<file path="config.mk">
export PLATFORM = sky130hd
export DESIGN_NAME = mem_port_arbiter
export DESIGN_NICKNAME = d
export VERILOG_FILES = /design/src/rtl/mips_mem_pkg.sv /design/src/rtl/mem_arb_pick.sv /design/src/rtl/mem_port_arbiter.sv
export SDC_FILE = /design/constraint.sdc
export NUM_CORES = 1
export LEC_CHECK = 0
export ABC_AREA = 1
export CORE_AREA = 2 2 114 127
export CTS_BUF_LIST = sky130_fd_sc_hd__clkbuf_8
export DETAILED_ROUTE_END_ITERATION = 8
export DIE_AREA = 0 0 116 129
export HOLD_SLACK_MARGIN = 0.08
export PLACE_DENSITY_LB_ADDON = 0.15
export SLEW_MARGIN = 20
export SYNTH_ARGS = -nofsm -noshare
export SYNTH_HDL_FRONTEND = slang
export SYNTH_HIERARCHICAL = 1
export SYNTH_SLANG_ARGS = --single-unit
</file>
<file path="constraint.sdc">
create_clock -name clk -period 4.7 [get_ports clk]
set_input_delay 0.705 -clock clk [delete_from_list [all_inputs] [get_ports clk]]
set_output_delay 0.705 -clock clk [all_outputs]
set_load 0.05 [all_outputs]
</file>
<file path="src/rtl/mips_mem_pkg.sv">
// Shared types and constants for the unified-memory port arbiter.
package mips_mem_pkg;

  typedef enum logic [1:0] {
    ST_IDLE = 2'b00,
    ST_BUSY = 2'b01,
    ST_DONE = 2'b10
  } arb_st_t;

  typedef enum logic {
    OWN_I = 1'b0,
    OWN_D = 1'b1
  } arb_own_t;

  localparam logic [1:0]  WE_LOAD   = 2'b00;
  localparam logic [1:0]  WE_WORD   = 2'b01;
  localparam logic [1:0]  WE_HALF   = 2'b10;
  localparam logic [1:0]  WE_BYTE   = 2'b11;
  localparam logic [31:0] DEAD_WORD = 32'hDEAD_BEEF;

  // Store data trimmed to the width the store type actually writes.
  function automatic logic [31:0] store_data(input logic [1:0] we, input logic [31:0] wd);
    logic [31:0] res;
    case (we)
      WE_WORD: res = wd;
      WE_HALF: res = {16'h0000, wd[15:0]};
      WE_BYTE: res = {24'h00_0000, wd[7:0]};
      default: res = 32'h0000_0000;
    endcase
    return res;
  endfunction

endpackage

</file>
<file path="src/rtl/mem_arb_pick.sv">
// Grant decision between fetch and data requesters with a bounded D burst.
module mem_arb_pick
  import mips_mem_pkg::*;
#(
  parameter int D_BURST = 4
) (
  input  logic clk,
  input  logic reset,
  input  logic i_req,
  input  logic d_req,
  input  logic grant_en,
  output logic gnt_i,
  output logic gnt_d
);

  localparam int BW = $clog2(D_BURST + 1);
  localparam logic [BW-1:0] BURST_MAX = BW'(D_BURST);

  logic [BW-1:0] burst_r;
  logic          i_turn_s;

  // Grant decision: D wins unless I has waited out a full burst.
  always_comb begin
    gnt_i    = 1'b0;
    gnt_d    = 1'b0;
    i_turn_s = i_req && (burst_r == BURST_MAX);
    if (grant_en) begin
      if (d_req && !i_turn_s) begin
        gnt_d = 1'b1;
      end else if (i_req) begin
        gnt_i = 1'b1;
      end else begin
        gnt_i = 1'b0;
        gnt_d = 1'b0;
      end
    end else begin
      gnt_i = 1'b0;
      gnt_d = 1'b0;
    end
  end

  // Saturating count of D grants made while I was kept waiting.
  always_ff @(posedge clk) begin
    if (!reset) begin
      burst_r <= '0;
    end else if (gnt_i) begin
      burst_r <= '0;
    end else if (gnt_d) begin
      if (!i_req) begin
        burst_r <= '0;
      end else if (burst_r != BURST_MAX) begin
        burst_r <= burst_r + BW'(1);
      end else begin
        burst_r <= burst_r;
      end
    end else begin
      burst_r <= burst_r;
    end
  end

endmodule

</file>
<file path="src/rtl/mem_port_arbiter.sv">
// Shares one single-ported memory between instruction fetch and data access,
// with per-requester stalls and a watchdog that aborts hung accesses.
module mem_port_arbiter
  import mips_mem_pkg::*;
#(
  parameter int AW      = 32,
  parameter int D_BURST = 4,
  parameter int TIMEOUT = 16
) (
  input  logic          clk,
  input  logic          reset,
  input  logic          i_req,
  input  logic [AW-1:0] i_addr,
  output logic          i_ready,
  output logic [31:0]   i_rdata,
  output logic          istall,
  input  logic          d_req,
  input  logic [1:0]    d_we,
  input  logic [AW-1:0] d_addr,
  input  logic [31:0]   d_wdata,
  output logic          d_ready,
  output logic [31:0]   d_rdata,
  output logic          dstall,
  output logic          m_req,
  output logic [1:0]    m_we,
  output logic [AW-1:0] m_addr,
  output logic [31:0]   m_wdata,
  input  logic [31:0]   m_rdata,
  input  logic          m_ack,
  output logic          err
);

  localparam int TW = $clog2(TIMEOUT + 1);
  localparam logic [TW-1:0] TMO_LAST = TW'(TIMEOUT - 1);

  arb_st_t       state_r, state_s;
  arb_own_t      owner_r;
  logic [TW-1:0] tmo_cnt_r;
  logic          gnt_i_s, gnt_d_s, grant_en_s, tmo_s;
  logic          i_ready_r, d_ready_r, err_r, m_req_r;
  logic [31:0]   i_rdata_r, d_rdata_r, m_wdata_r;
  logic [1:0]    m_we_r;
  logic [AW-1:0] m_addr_r;

  assign grant_en_s = (state_r == ST_IDLE);

  mem_arb_pick #(
    .D_BURST (D_BURST)
  ) u_pick (
    .clk      (clk),
    .reset    (reset),
    .i_req    (i_req),
    .d_req    (d_req),
    .grant_en (grant_en_s),
    .gnt_i    (gnt_i_s),
    .gnt_d    (gnt_d_s)
  );

  // Watchdog expiry; a same-cycle m_ack takes precedence.
  assign tmo_s = (state_r == ST_BUSY) && !m_ack && (tmo_cnt_r == TMO_LAST);

  // Next-state decode.
  always_comb begin
    state_s = state_r;
    case (state_r)
      ST_IDLE: begin
        if (gnt_i_s || gnt_d_s) begin
          state_s = ST_BUSY;
        end else begin
          state_s = ST_IDLE;
        end
      end
      ST_BUSY: begin
        if (m_ack || tmo_s) begin
          state_s = ST_DONE;
        end else begin
          state_s = ST_BUSY;
        end
      end
      ST_DONE: state_s = ST_IDLE;
      default: state_s = ST_IDLE;
    endcase
  end

  // State register.
  always_ff @(posedge clk) begin
    if (!reset) begin
      state_r <= ST_IDLE;
    end else begin
      state_r <= state_s;
    end
  end

  // Access latches, watchdog and completion pulses.
  always_ff @(posedge clk) begin
    if (!reset) begin
      owner_r   <= OWN_I;
      m_req_r   <= 1'b0;
      m_we_r    <= WE_LOAD;
      m_addr_r  <= '0;
      m_wdata_r <= 32'h0000_0000;
      tmo_cnt_r <= '0;
      i_ready_r <= 1'b0;
      d_ready_r <= 1'b0;
      err_r     <= 1'b0;
      i_rdata_r <= 32'h0000_0000;
      d_rdata_r <= 32'h0000_0000;
    end else begin
      i_ready_r <= 1'b0;
      d_ready_r <= 1'b0;
      err_r     <= 1'b0;
      case (state_r)
        ST_IDLE: begin
          tmo_cnt_r <= '0;
          if (gnt_d_s) begin
            owner_r   <= OWN_D;
            m_req_r   <= 1'b1;
            m_we_r    <= d_we;
            m_addr_r  <= d_addr;
            m_wdata_r <= store_data(d_we, d_wdata);
          end else if (gnt_i_s) begin
            owner_r   <= OWN_I;
            m_req_r   <= 1'b1;
            m_we_r    <= WE_LOAD;
            m_addr_r  <= i_addr;
            m_wdata_r <= 32'h0000_0000;
          end else begin
            m_req_r <= 1'b0;
          end
        end
        ST_BUSY: begin
          if (m_ack || tmo_s) begin
            m_req_r   <= 1'b0;
            tmo_cnt_r <= '0;
            err_r     <= !m_ack;
            if (owner_r == OWN_D) begin
              d_ready_r <= 1'b1;
              d_rdata_r <= m_ack ? m_rdata : DEAD_WORD;
            end else begin
              i_ready_r <= 1'b1;
              i_rdata_r <= m_ack ? m_rdata : DEAD_WORD;
            end
          end else begin
            tmo_cnt_r <= tmo_cnt_r + TW'(1);
          end
        end
        ST_DONE: begin
          m_req_r <= 1'b0;
        end
        default: begin
          m_req_r <= 1'b0;
        end
      endcase
    end
  end

  assign i_ready = i_ready_r;
  assign d_ready = d_ready_r;
  assign i_rdata = i_rdata_r;
  assign d_rdata = d_rdata_r;
  assign err     = err_r;
  assign m_req   = m_req_r;
  assign m_we    = m_we_r;
  assign m_addr  = m_addr_r;
  assign m_wdata = m_wdata_r;
  assign istall  = i_req & ~i_ready_r;
  assign dstall  = d_req & ~d_ready_r;

endmodule

</file>
# --- Word level (Yosys, flattened, before mapping) ---
# Index checks and enable logic that the tools add are counted.
classes:
  add_sub_neg: 2
  n_reduce_logical: 17
  muxes: 28
  eq_ne: 9
  bitwise: 6
op_table:
  columns: ["op", "n"]
  rows:
  - ["$mux W32", 5]
  - ["$pmux W32 S3", 1]
  - ["$mux W1", 13]
  - ["$pmux W5 S2", 1]
  - ["$reduce_and A3 Y1", 3]
  - ["$mux W2", 3]
  - ["$mux W3", 2]
  - ["$add A5 B1 Y5 const B", 1]
  - ["$eq A5 B4 Y1 const B", 1]
  - ["$mux W5", 1]
  - ["$eq A2 B1 Y1 const B", 2]
  - ["$eq A2 B2 Y1 const B", 2]
  - ["$logic_and A1 B1 Y1", 4]
  - ["$ne A2 B1 Y1 const B", 2]
  - ["$not A1 Y1", 4]
  - ["$pmux W2 S2", 1]
  - ["$reduce_and A2 Y1", 2]
  - ["$reduce_bool A2 Y1", 2]
  - ["$add A3 B1 Y3 const B", 1]
  - ["$eq A3 B3 Y1 const B", 1]
  - ["$ne A3 B3 Y1 const B", 1]
  - ["$and A1 B1 Y1", 2]
  - ["$logic_not A1 Y1", 2]
  - ["$logic_not A2 Y1", 1]
  - ["other kinds (3)", 4]
totals:
  inputBits: 135
  output_inout_bits: 136
  register_bits: 145
  wordCells: 75

# --- Longest topological paths before layout ---
# Gate-level depths: netlist of the first run.
logic_depth:
  ltp_word: 9
  depth_mapped: 12
  depth_no_buf: 10

# --- Cells and area by module ---
# Netlist of the first run, hierarchy kept.
modules_own_cells:
  columns: ["module", "seq_area_each_um2", "cells_per_inst", "instances", "area_each_um2"]
  rows:
  - ["mem_port_arbiter", 2842.7, 880, 1, 6100.9]
  - ["mem_arb_pick", 60.1, 32, 1, 215.2]

# --- Worst setup path after synthesis of the first run ---
# Ideal clock, no wire load.
synth_timing:
  path_kind: "in2out"
  from: "in d_req"
  to: "out dstall"
  required_ns: 3.995
  slack_ns: 2.624
  path_stages: 2
  n_path_buf: 0
  t_arrival_ns: 1.371
  cell_sequence: "inv_1 -> nor2_1"
synth_via:
  elab_chain_len: 1
synth_lines:
  columns: ["item", "line", "rtl"]
  rows:
  - ["start, declared", "mem_port_arbiter.sv:17", "input logic d_req,"]
  - ["$and A1 B1 Y1", "mem_port_arbiter.sv:167", "assign dstall = d_req & ~d_ready_r;"]
  - ["end, declared", "mem_port_arbiter.sv:23", "output logic dstall,"]
# Every way passes these cells.

# --- Final worst setup path of the first run ---
# Same ends and word-level chain as after synthesis.

==> results.toml, run 1 <==
[status]
status = "completed"

[final_layout]
final_common_cell = "clkdlybuf4s50_1"
layout.cells.non_filler = 1343
drive_gt1_share_pct = 4.502
fin_nets = 1282
fillCellCount = 1247
n_antenna_cell = 0
design_area_um2 = 9364
areaGrowthSynthToFinish_pct = 48.26
final_cell_mix = "268 x clkdlybuf4s50_1, 250 x nand2_1, 151 x nor2_1"

[yosys]
synthTopCellsByArea = "dfxtp_1 46%, nand2_1 15%, nor2_1 9.0%, a21oi_1 8.1%, nand4_1 5.1%"
netlist_instances = 912
syn_area_per_cell_um2 = 6.926
synth_cell_types = 27
synth_seq_cells = 145
synth_top_area_share_pct = 45.96
synth_nets = 1051
synth-seq-area-share_pct = 45.96
netlist_area_um2 = 6316
yosys_warnings = 6
yosys.area.top_type = "dfxtp_1"

[route]
wl_per_cell_um = 13.42
drt-total-wl_mm = 18.02
first_iter_violations = 598
dr.pass1.iters = 5
ant_nets = 0
drc = 0
via_count = 6569
via_per_inst = 4.891

[cts]
cts_sinks = 145
post-cts-setup-buffer-count = 0
post_cts_resized = 0
cts_tree = "yes"
cts-root-buf = "clkbuf_8"
cts.clk_slew.worst_paths_ns = 0.07
clk_latency_ns = 0.44
clockBufferDepth = 2
numCtsBuffers = 17
cts_hold_buf = 0
htreeDepth = 4

[placement]
gp_congestion = 0.8086
place.detailed.hpwl_mm = 12.02
placedInstanceArea_um2 = 8984
io_buffers = 270
place_inst = 1312

[global_routing]
grt_pass1_wl_mm = 28.06
overflow = 0
grt_usage_pct = 23.43
grt_pass1_vias = 5757
antenna_found_initial = 0
grt_max_degree = 69

[worst_setup_path]
rr_endpoint = "m_addr[27]$_SDFFE_PN0N_"
end_kind = "output pin"
cp.required_ns = 3.99
crit_fanout = 7
worstReg2RegStart = "u_pick/burst_r[0]$_SDFFE_PP0P_"
endpoint = "dstall"
reg2reg_depth = 10
crit_start = "d_req"
r2r_slack_ns = 2.24
critPathKind = "in2out"
critPathLaunchType = "input port"
cp_data_arrival_time_ns = 2.31

[sta]
fmax_mhz = 332.2
whs_ns = 0.4580
fin_skew_ns = 0.01189
relSlewSlack_pct = 30.71
rsz0062_at_grt = "false"
worstMarginPinSlew_ns = 1.038
slew_viol_final = 0
fin_crit_sh_pct = 64.05
period_minus_slack_ns = 3.011
finalHoldViolations = 0
setup_viol = 0
setup_tns_ns = 0

[floorplanning]
dieArea_um2 = 14960
std_cell_rows = 45
core_um2 = 13630
initial_core_util_pct = 46.35
die_height_um = 129
die-width_um = 116
pin_count = 271

[run]
cap_violations = 0

[power]
power-per-cell-area_nw_per_um2 = 352.9
power_leakage_nw = 3.909
peakVddDrop_mv = 0.2323

[min_path]
hp-class = "reg2reg"
min_from = "tmo_cnt_r[4]$_SDFFE_PN0P_"
==> kinds of logic after synthesis <==
logic type / Yosys count / share of synthesized area [%]
and+or+nand+nor: 501 / 33.36
AOI/OAI and AO/OA: 139 / 11.29
xor gates and xnor gates: 1 / 0.1387
DFF: 145 / 45.96
buffers and inverters: 122 / 8.459
adders and majority gates: 4 / 0.7924
==> synth_stat cells (all sizes together) <==
library cell / number
nand2: 253
nor2: 155
dfxtp: 145
a21oi: 102
inv: 53
nand4: 51
buf: 43
nand3: 40
o21ai: 34
clkbuf: 24
ha: 4
clkinv: 2
o21a: 2
a31oi: 1
nor3: 1
or2: 1
xnor2: 1
==> stage by stage <==
| stage | total power [mW] | util, % | setup slack [ns] |
|---|---|---|---|
| final | 3.305 | 68.72 | 1.689 |
| after global routing | 3.462 | 68.72 | 1.629 |
| after CTS | 3.334 | 68.69 | 1.673 |
| after detailed placement | 2.398 | 65.93 | 1.507 |
| after global placement | 2.390 | 65.93 | 1.590 |
| after floorplan | 2.042 | - | 2.624 |
==> critical path, cell delays in order <==
cell	delay, ns
clkdlybuf4s50_1	0.61
inv_1	0.07
nor2_1	0.08
clkdlybuf4s50_1	0.83
==> cell type report <==
| cell class | instances | area, um^2 | area share, % |
|---|---|---|---|
| Sequential cell | 145 | 2903 | 31.00 |
| Clock buffer | 20 | 275.3 | 2.940 |
| Clock inverter | 11 | 100.1 | 1.069 |
| Tap cell | 188 | 235.2 | 2.512 |
| Multi-Input combinational cell | 645 | 2882 | 30.77 |
| Inverter | 55 | 206.4 | 2.205 |
| Timing Repair Buffer | 279 | 2763 | 29.50 |
==> how the worst min path moves through the flow <==
stage | end | depth (start not counted) | slack [ns]
after floorplan | tmo_cnt_r[4]$_SDFFE_PN0P_ | 2 | 0.44
after global placement | tmo_cnt_r[4]$_SDFFE_PN0P_ | 2 | 0.44
after detailed placement | tmo_cnt_r[4]$_SDFFE_PN0P_ | 2 | 0.45
after CTS | tmo_cnt_r[4]$_SDFFE_PN0P_ | 2 | 0.46
after global routing | m_wdata[14]$_SDFFE_PN0N_ | 2 | 0.48
final | tmo_cnt_r[4]$_SDFFE_PN0P_ | 2 | 0.46
==> registers in the layout (all words and copies together), names as in the netlist <==
register / flops
d_rdata: 32
i_rdata: 32
m_addr: 32
m_wdata: 32
tmo_cnt_r: 5
u_pick/burst_r: 3
m_we: 2
state_r: 2
d_ready: 1
err: 1
i_ready: 1
m_req: 1
owner_r: 1
==> layer usage <==
| metal | wire length, um | GRT usage (%) | part of all wire [%] |
|---|---|---|---|
| met1 | 7390 | 28.39 | 41 |
| met3 | 1374 | 7.113 | 7.6 |
| met5 | 0 | 0 | 0 |
| met2 | 8838 | 39.01 | 49 |
| met4 | 418 | 9.034 | 2.3 |
==> power by group <==
group	switching [mW]	leakage [nW]	internal [mW]
Sequential	0.0482	1.18	1.32
Combinational	0.648	2.51	0.350
Clock	0.441	0.212	0.498
Total	1.14	3.91	2.17
Power figures use the tool's default switching activity.
==> run 2, diff against run 1 <==
CORE_AREA = 2 2 123 137   (was 2 2 114 127)
DIE_AREA = 0 0 125 139   (was 0 0 116 129)
clock period = 2.5 ns   (was 4.7 ns; I/O delays follow)
==> results.toml, run 2 (same netlist as run 1, synthesis figures left out) <==
[status]
status = "completed"

[global_routing]
grt_pass1_wl_mm = 30.33
grt_usage_pct = 21.16
overflow = 0
grt_pass1_vias = 6138
grt_max_degree = 100
antenna_found_initial = 0

[cts]
cts_hold_buf = 0
cts_tree = "yes"
clk_latency_ns = 0.45
post_cts_resized = 0
numCtsBuffers = 17
clockBufferDepth = 2
post-cts-setup-buffer-count = 0
cts_sinks = 145
cts-root-buf = "clkbuf_8"
htreeDepth = 4
cts.clk_slew.worst_paths_ns = 0.07

[sta]
fmax_mhz = 494.5
fin_crit_sh_pct = 80.89
setup_viol = 0
relSlewSlack_pct = 49.45
setup_tns_ns = 0
slew_viol_final = 0
fin_skew_ns = 0.01244
finalHoldViolations = 0
period_minus_slack_ns = 2.022
worstMarginPinSlew_ns = 0.7572
rsz0062_at_grt = "false"
whs_ns = 0.3201

[power]
p_comb_share_pct = 30.4
seqPwrFrac_pct = 40.8
p_int_mw = 4.117
swShare_pct = 34.72
power-per-cell-area_nw_per_um2 = 663.8
clkPwrFrac_pct = 28.8
peakVddDrop_mv = 0.3323
power_leakage_nw = 3.960
power_switching_mw = 2.189

[route]
drc = 0
via_per_inst = 4.862
dr.pass1.iters = 4
drt-total-wl_mm = 18.57
ant_nets = 0
wl_per_cell_um = 13.57
via_count = 6651
first_iter_violations = 356

[floorplanning]
dieArea_um2 = 17380
die-width_um = 125
std_cell_rows = 49
pin_count = 271
core_um2 = 16060
die_height_um = 139
initial_core_util_pct = 39.32

[final_layout]
fillCellCount = 1602
multi_input_area_um2 = 2884
regArea_um2 = 2903
n_antenna_cell = 0
areaGrowthSynthToFinish_pct = 50.40
layout.cells.non_filler = 1368
fin_nets = 1291
design_area_um2 = 9499
final_cell_mix = "266 x clkdlybuf4s50_1, 250 x nand2_1, 152 x nor2_1"
final_common_cell = "clkdlybuf4s50_1"
drive_gt1_share_pct = 5.670

[placement]
gp_congestion = 0.8203
placedInstanceArea_um2 = 9109
place.detailed.hpwl_mm = 12.68
place_inst = 1337
io_buffers = 270

[worst_setup_path]
cp.required_ns = 2.12
critPathKind = "reg2out"
cp_num_buf_inv = 1
cp_data_arrival_time_ns = 1.65
critPathLaunchType = "flip-flop"
critPathMaxStageDelay_ns = 0.85
cp_slowest_cell = "clkdlybuf4s50_1"
r2r_slack_ns = 0.54
worstReg2RegStart = "tmo_cnt_r[0]$_SDFFE_PN0P_"
crit_fanout = 2
rr_endpoint = "d_rdata[29]$_SDFFE_PN0P_"
crit_family = "buffers and inverters"
crit_path_cell_trace = "clkdlybuf4s50_1"
reg2reg_depth = 10
end_kind = "output pin"

[min_path]
min_to = "tmo_cnt_r[3]$_SDFFE_PN0P_"
hold_depth = 3
hp-class = "in2reg"
min_from = "reset"

[run]
cap_violations = 0
-- run 2: cell type report --
| class | instances | area share [%] |
|---|---|---|
| inverters | 55 | 2.173 |
| flip-flops and latches | 145 | 30.56 |
| repair buffers | 288 | 30.11 |
| well taps | 204 | 2.687 |
| clock inverters | 11 | 1.212 |
| clock buffers | 20 | 2.898 |
| multi-input cells | 645 | 30.36 |
-- run 2: worst max-delay path by stage --
stage / cells after the start / startpoint / endpoint / slack (ns)
final: 1 / d_ready$_SDFF_PN0_ / d_ready / 0.48
after global routing: 10 / tmo_cnt_r[0]$_SDFFE_PN0P_ / i_rdata[17]$_SDFFE_PN0P_ / 0.19
after CTS: 1 / d_ready$_SDFF_PN0_ / d_ready / 0.44
after detailed placement: 8 / i_req / m_wdata[20]$_SDFFE_PN0N_ / 0.29
after global placement: 8 / i_req / m_wdata[27]$_SDFFE_PN0N_ / 0.37
after floorplan: 12 / u_pick/burst_r[0]$_SDFFE_PP0P_ / m_addr[10]$_SDFFE_PN0N_ / 0.82
-- run 2: power by group through the flow --
stage | Clock (mW) | Sequential (mW) | Combinational (mW)
2_1_floorplan | 0 | 3.18 | 0.654
3_3_place_gp | 0 | 2.62 | 1.93
3_5_place_dp | 0 | 2.62 | 1.93
4_1_cts | 1.88 | 2.57 | 1.93
5_1_grt | 2.00 | 2.59 | 2.07
6_report | 1.82 | 2.57 | 1.92
-- run 2: metrics by stage --
stage	setup slack, ns	power (mW)	util [%]
after floorplan	0.8206	3.838	-
after global placement	0.3693	4.547	56.71
after detailed placement	0.2902	4.553	56.71
after CTS	0.4402	6.388	59.14
after global routing	0.1854	6.658	59.14
final	0.4776	6.306	59.14
-- run 2: worst register-to-register path: cells and delay by family, from the launching register on --
family        cells  cell delay, ns
simple gates      7            0.80
flops             1            0.40
fa+ha+maj         2            0.38
buf+inv           1            0.30
-- run 2: per-layer routing --
| metal | GRT usage [%] | share of wire (%) |
|---|---|---|
| met5 | 0 | 0 |
| met1 | 25.17 | 42 |
| met3 | 6.674 | 7.9 |
| met2 | 35.96 | 48 |
| met4 | 7.544 | 2.0 |
==> run 3, diff against run 2 <==
CORE_AREA = 2 2 118 131   (was 2 2 123 137)
DIE_AREA = 0 0 120 133   (was 0 0 125 139)
clock period = 2.1 ns   (was 2.5 ns; I/O delays follow)
==> results.toml, run 3 (same netlist as run 1, synthesis figures left out) <==
[status]
status = "completed"

[placement]
gp_congestion = 0.7816
io_buffers = 270
place_inst = 1337
place.detailed.hpwl_mm = 12.48

[worst_setup_path]
cp_num_buf_inv = 1
cp_data_arrival_time_ns = 1.63
critPathMaxStageDelay_ns = 0.84
critPathLaunchType = "flip-flop"
end_kind = "output pin"
crit_path_cell_trace = "clkdlybuf4s50_1"
cp.required_ns = 1.78
crit_fanout = 2
crit_start = "d_ready$_SDFF_PN0_"
critPathKind = "reg2out"
crit_family = "buffers and inverters"
worstReg2RegStart = "u_pick/burst_r[0]$_SDFFE_PP0P_"
cp_slowest_cell = "clkdlybuf4s50_1"

[sta]
setup_tns_ns = 0
slew_viol_final = 0
fin_crit_sh_pct = 92.67
rsz0062_at_grt = "false"
finalHoldViolations = 0
relSlewSlack_pct = 62.90
worstMarginPinSlew_ns = 0.5548
fin_skew_ns = 0.01405
fmax_mhz = 513.9
whs_ns = 0.3209
period_minus_slack_ns = 1.946
setup_viol = 0

[cts]
cts_sinks = 145
cts-root-buf = "clkbuf_8"
cts_hold_buf = 0
cts_tree = "yes"
numCtsBuffers = 17
cts.clk_slew.worst_paths_ns = 0.08
clk_latency_ns = 0.44
post-cts-setup-buffer-count = 0
post_cts_resized = 0
clockBufferDepth = 2
htreeDepth = 4

[final_layout]
final_cell_mix = "266 x clkdlybuf4s50_1, 250 x nand2_1, 152 x nor2_1"
final_common_cell = "clkdlybuf4s50_1"
fin_nets = 1299
n_antenna_cell = 0
layout.cells.non_filler = 1369
areaGrowthSynthToFinish_pct = 51.15
regArea_um2 = 2903
multi_input_area_um2 = 2879
drive_gt1_share_pct = 6.394
fillCellCount = 1347

[global_routing]
grt_pass1_wl_mm = 29.43
antenna_found_initial = 0
grt_max_degree = 52
gr-usage-met1_pct = 27.61
grt-busiest-layer = "met2"
grt_usage_pct = 22.69
met2_usage_pct = 37.72
grt_pass1_vias = 6142
overflow = 0
gr-usage-met3_pct = 7.543

[route]
via_count = 6583
drt-total-wl_mm = 18.08
drc = 0
ant_nets = 0
dr.pass1.iters = 5
via_per_inst = 4.809
first_iter_violations = 517
wl_per_cell_um = 13.20

[floorplanning]
dieArea_um2 = 15960
core_um2 = 14760
die-width_um = 120
die_height_um = 133
pin_count = 271
initial_core_util_pct = 42.79
std_cell_rows = 47

[min_path]
min_from = "m_ack"
hp-class = "in2reg"

[power]
seqPwrFrac_pct = 42.1
swShare_pct = 36.52
power_leakage_nw = 3.983
p_comb_share_pct = 32.1
peakVddDrop_mv = 0.3626
power-per-cell-area_nw_per_um2 = 761.7
power_switching_mw = 2.656
power.total_mw = 7.271
p_int_mw = 4.616
clkPwrFrac_pct = 25.9

[run]
cap_violations = 0
run 3: final timing paths:
check	to	slack (ns)	depth (start not counted)
min	err$_SDFF_PN0_	0.32	4
max	d_ready	0.15	1
max reg2reg	m_addr[21]$_SDFFE_PN0N_	0.24	11
min reg2reg	tmo_cnt_r[4]$_SDFFE_PN0P_	0.46	2
run 3: routing by layer:
| metal | wire [um] | share of wire, % |
|---|---|---|
| met2 | 8729 | 48 |
| met4 | 335 | 1.9 |
| met3 | 1230 | 6.8 |
| met1 | 7782 | 43 |
| met5 | 0 | 0 |
run 3: area by class of cell:
class | instances | area share, %
Tap cell | 196 | 2.569
Timing Repair Buffer | 296 | 31.25
Inverter | 55 | 2.163
Multi-Input combinational cell | 645 | 30.16
Clock buffer | 17 | 2.451
Clock inverter | 15 | 1.009
Sequential cell | 145 | 30.41
run 3: worst register-to-register path, stage by stage (launching register included):
cell,delay [ns]
dfxtp_1,0.38
inv_1,0.06
ha_1,0.22
nand3_2,0.12
nand3_2,0.10
inv_1,0.24
inv_1,0.10
buf_4,0.21
nand2_1,0.07
nand2_1,0.04
o21ai_0,0.18
nor2_1,0.06
run 3: through the flow:
step                area, um^2  setup slack, ns  utilization, %
floorplan                 6316           0.4206               -
global placement          9216          0.07553           62.44
detailed placement        9216          0.01002           62.44
CTS                       9547           0.1190           64.68
global route              9547          0.01932           64.68
finish                    9547           0.1540           64.68
run 3: power by group through the flow:
stage / clock, mW / combinational (mW) / sequential, mW
CTS: 1.94 / 2.34 / 3.06
finish: 1.88 / 2.33 / 3.06
global placement: 0 / 2.33 / 3.12
detailed placement: 0 / 2.34 / 3.12
floorplan: 0 / 0.779 / 3.79
global route: 2.07 / 2.51 / 3.09
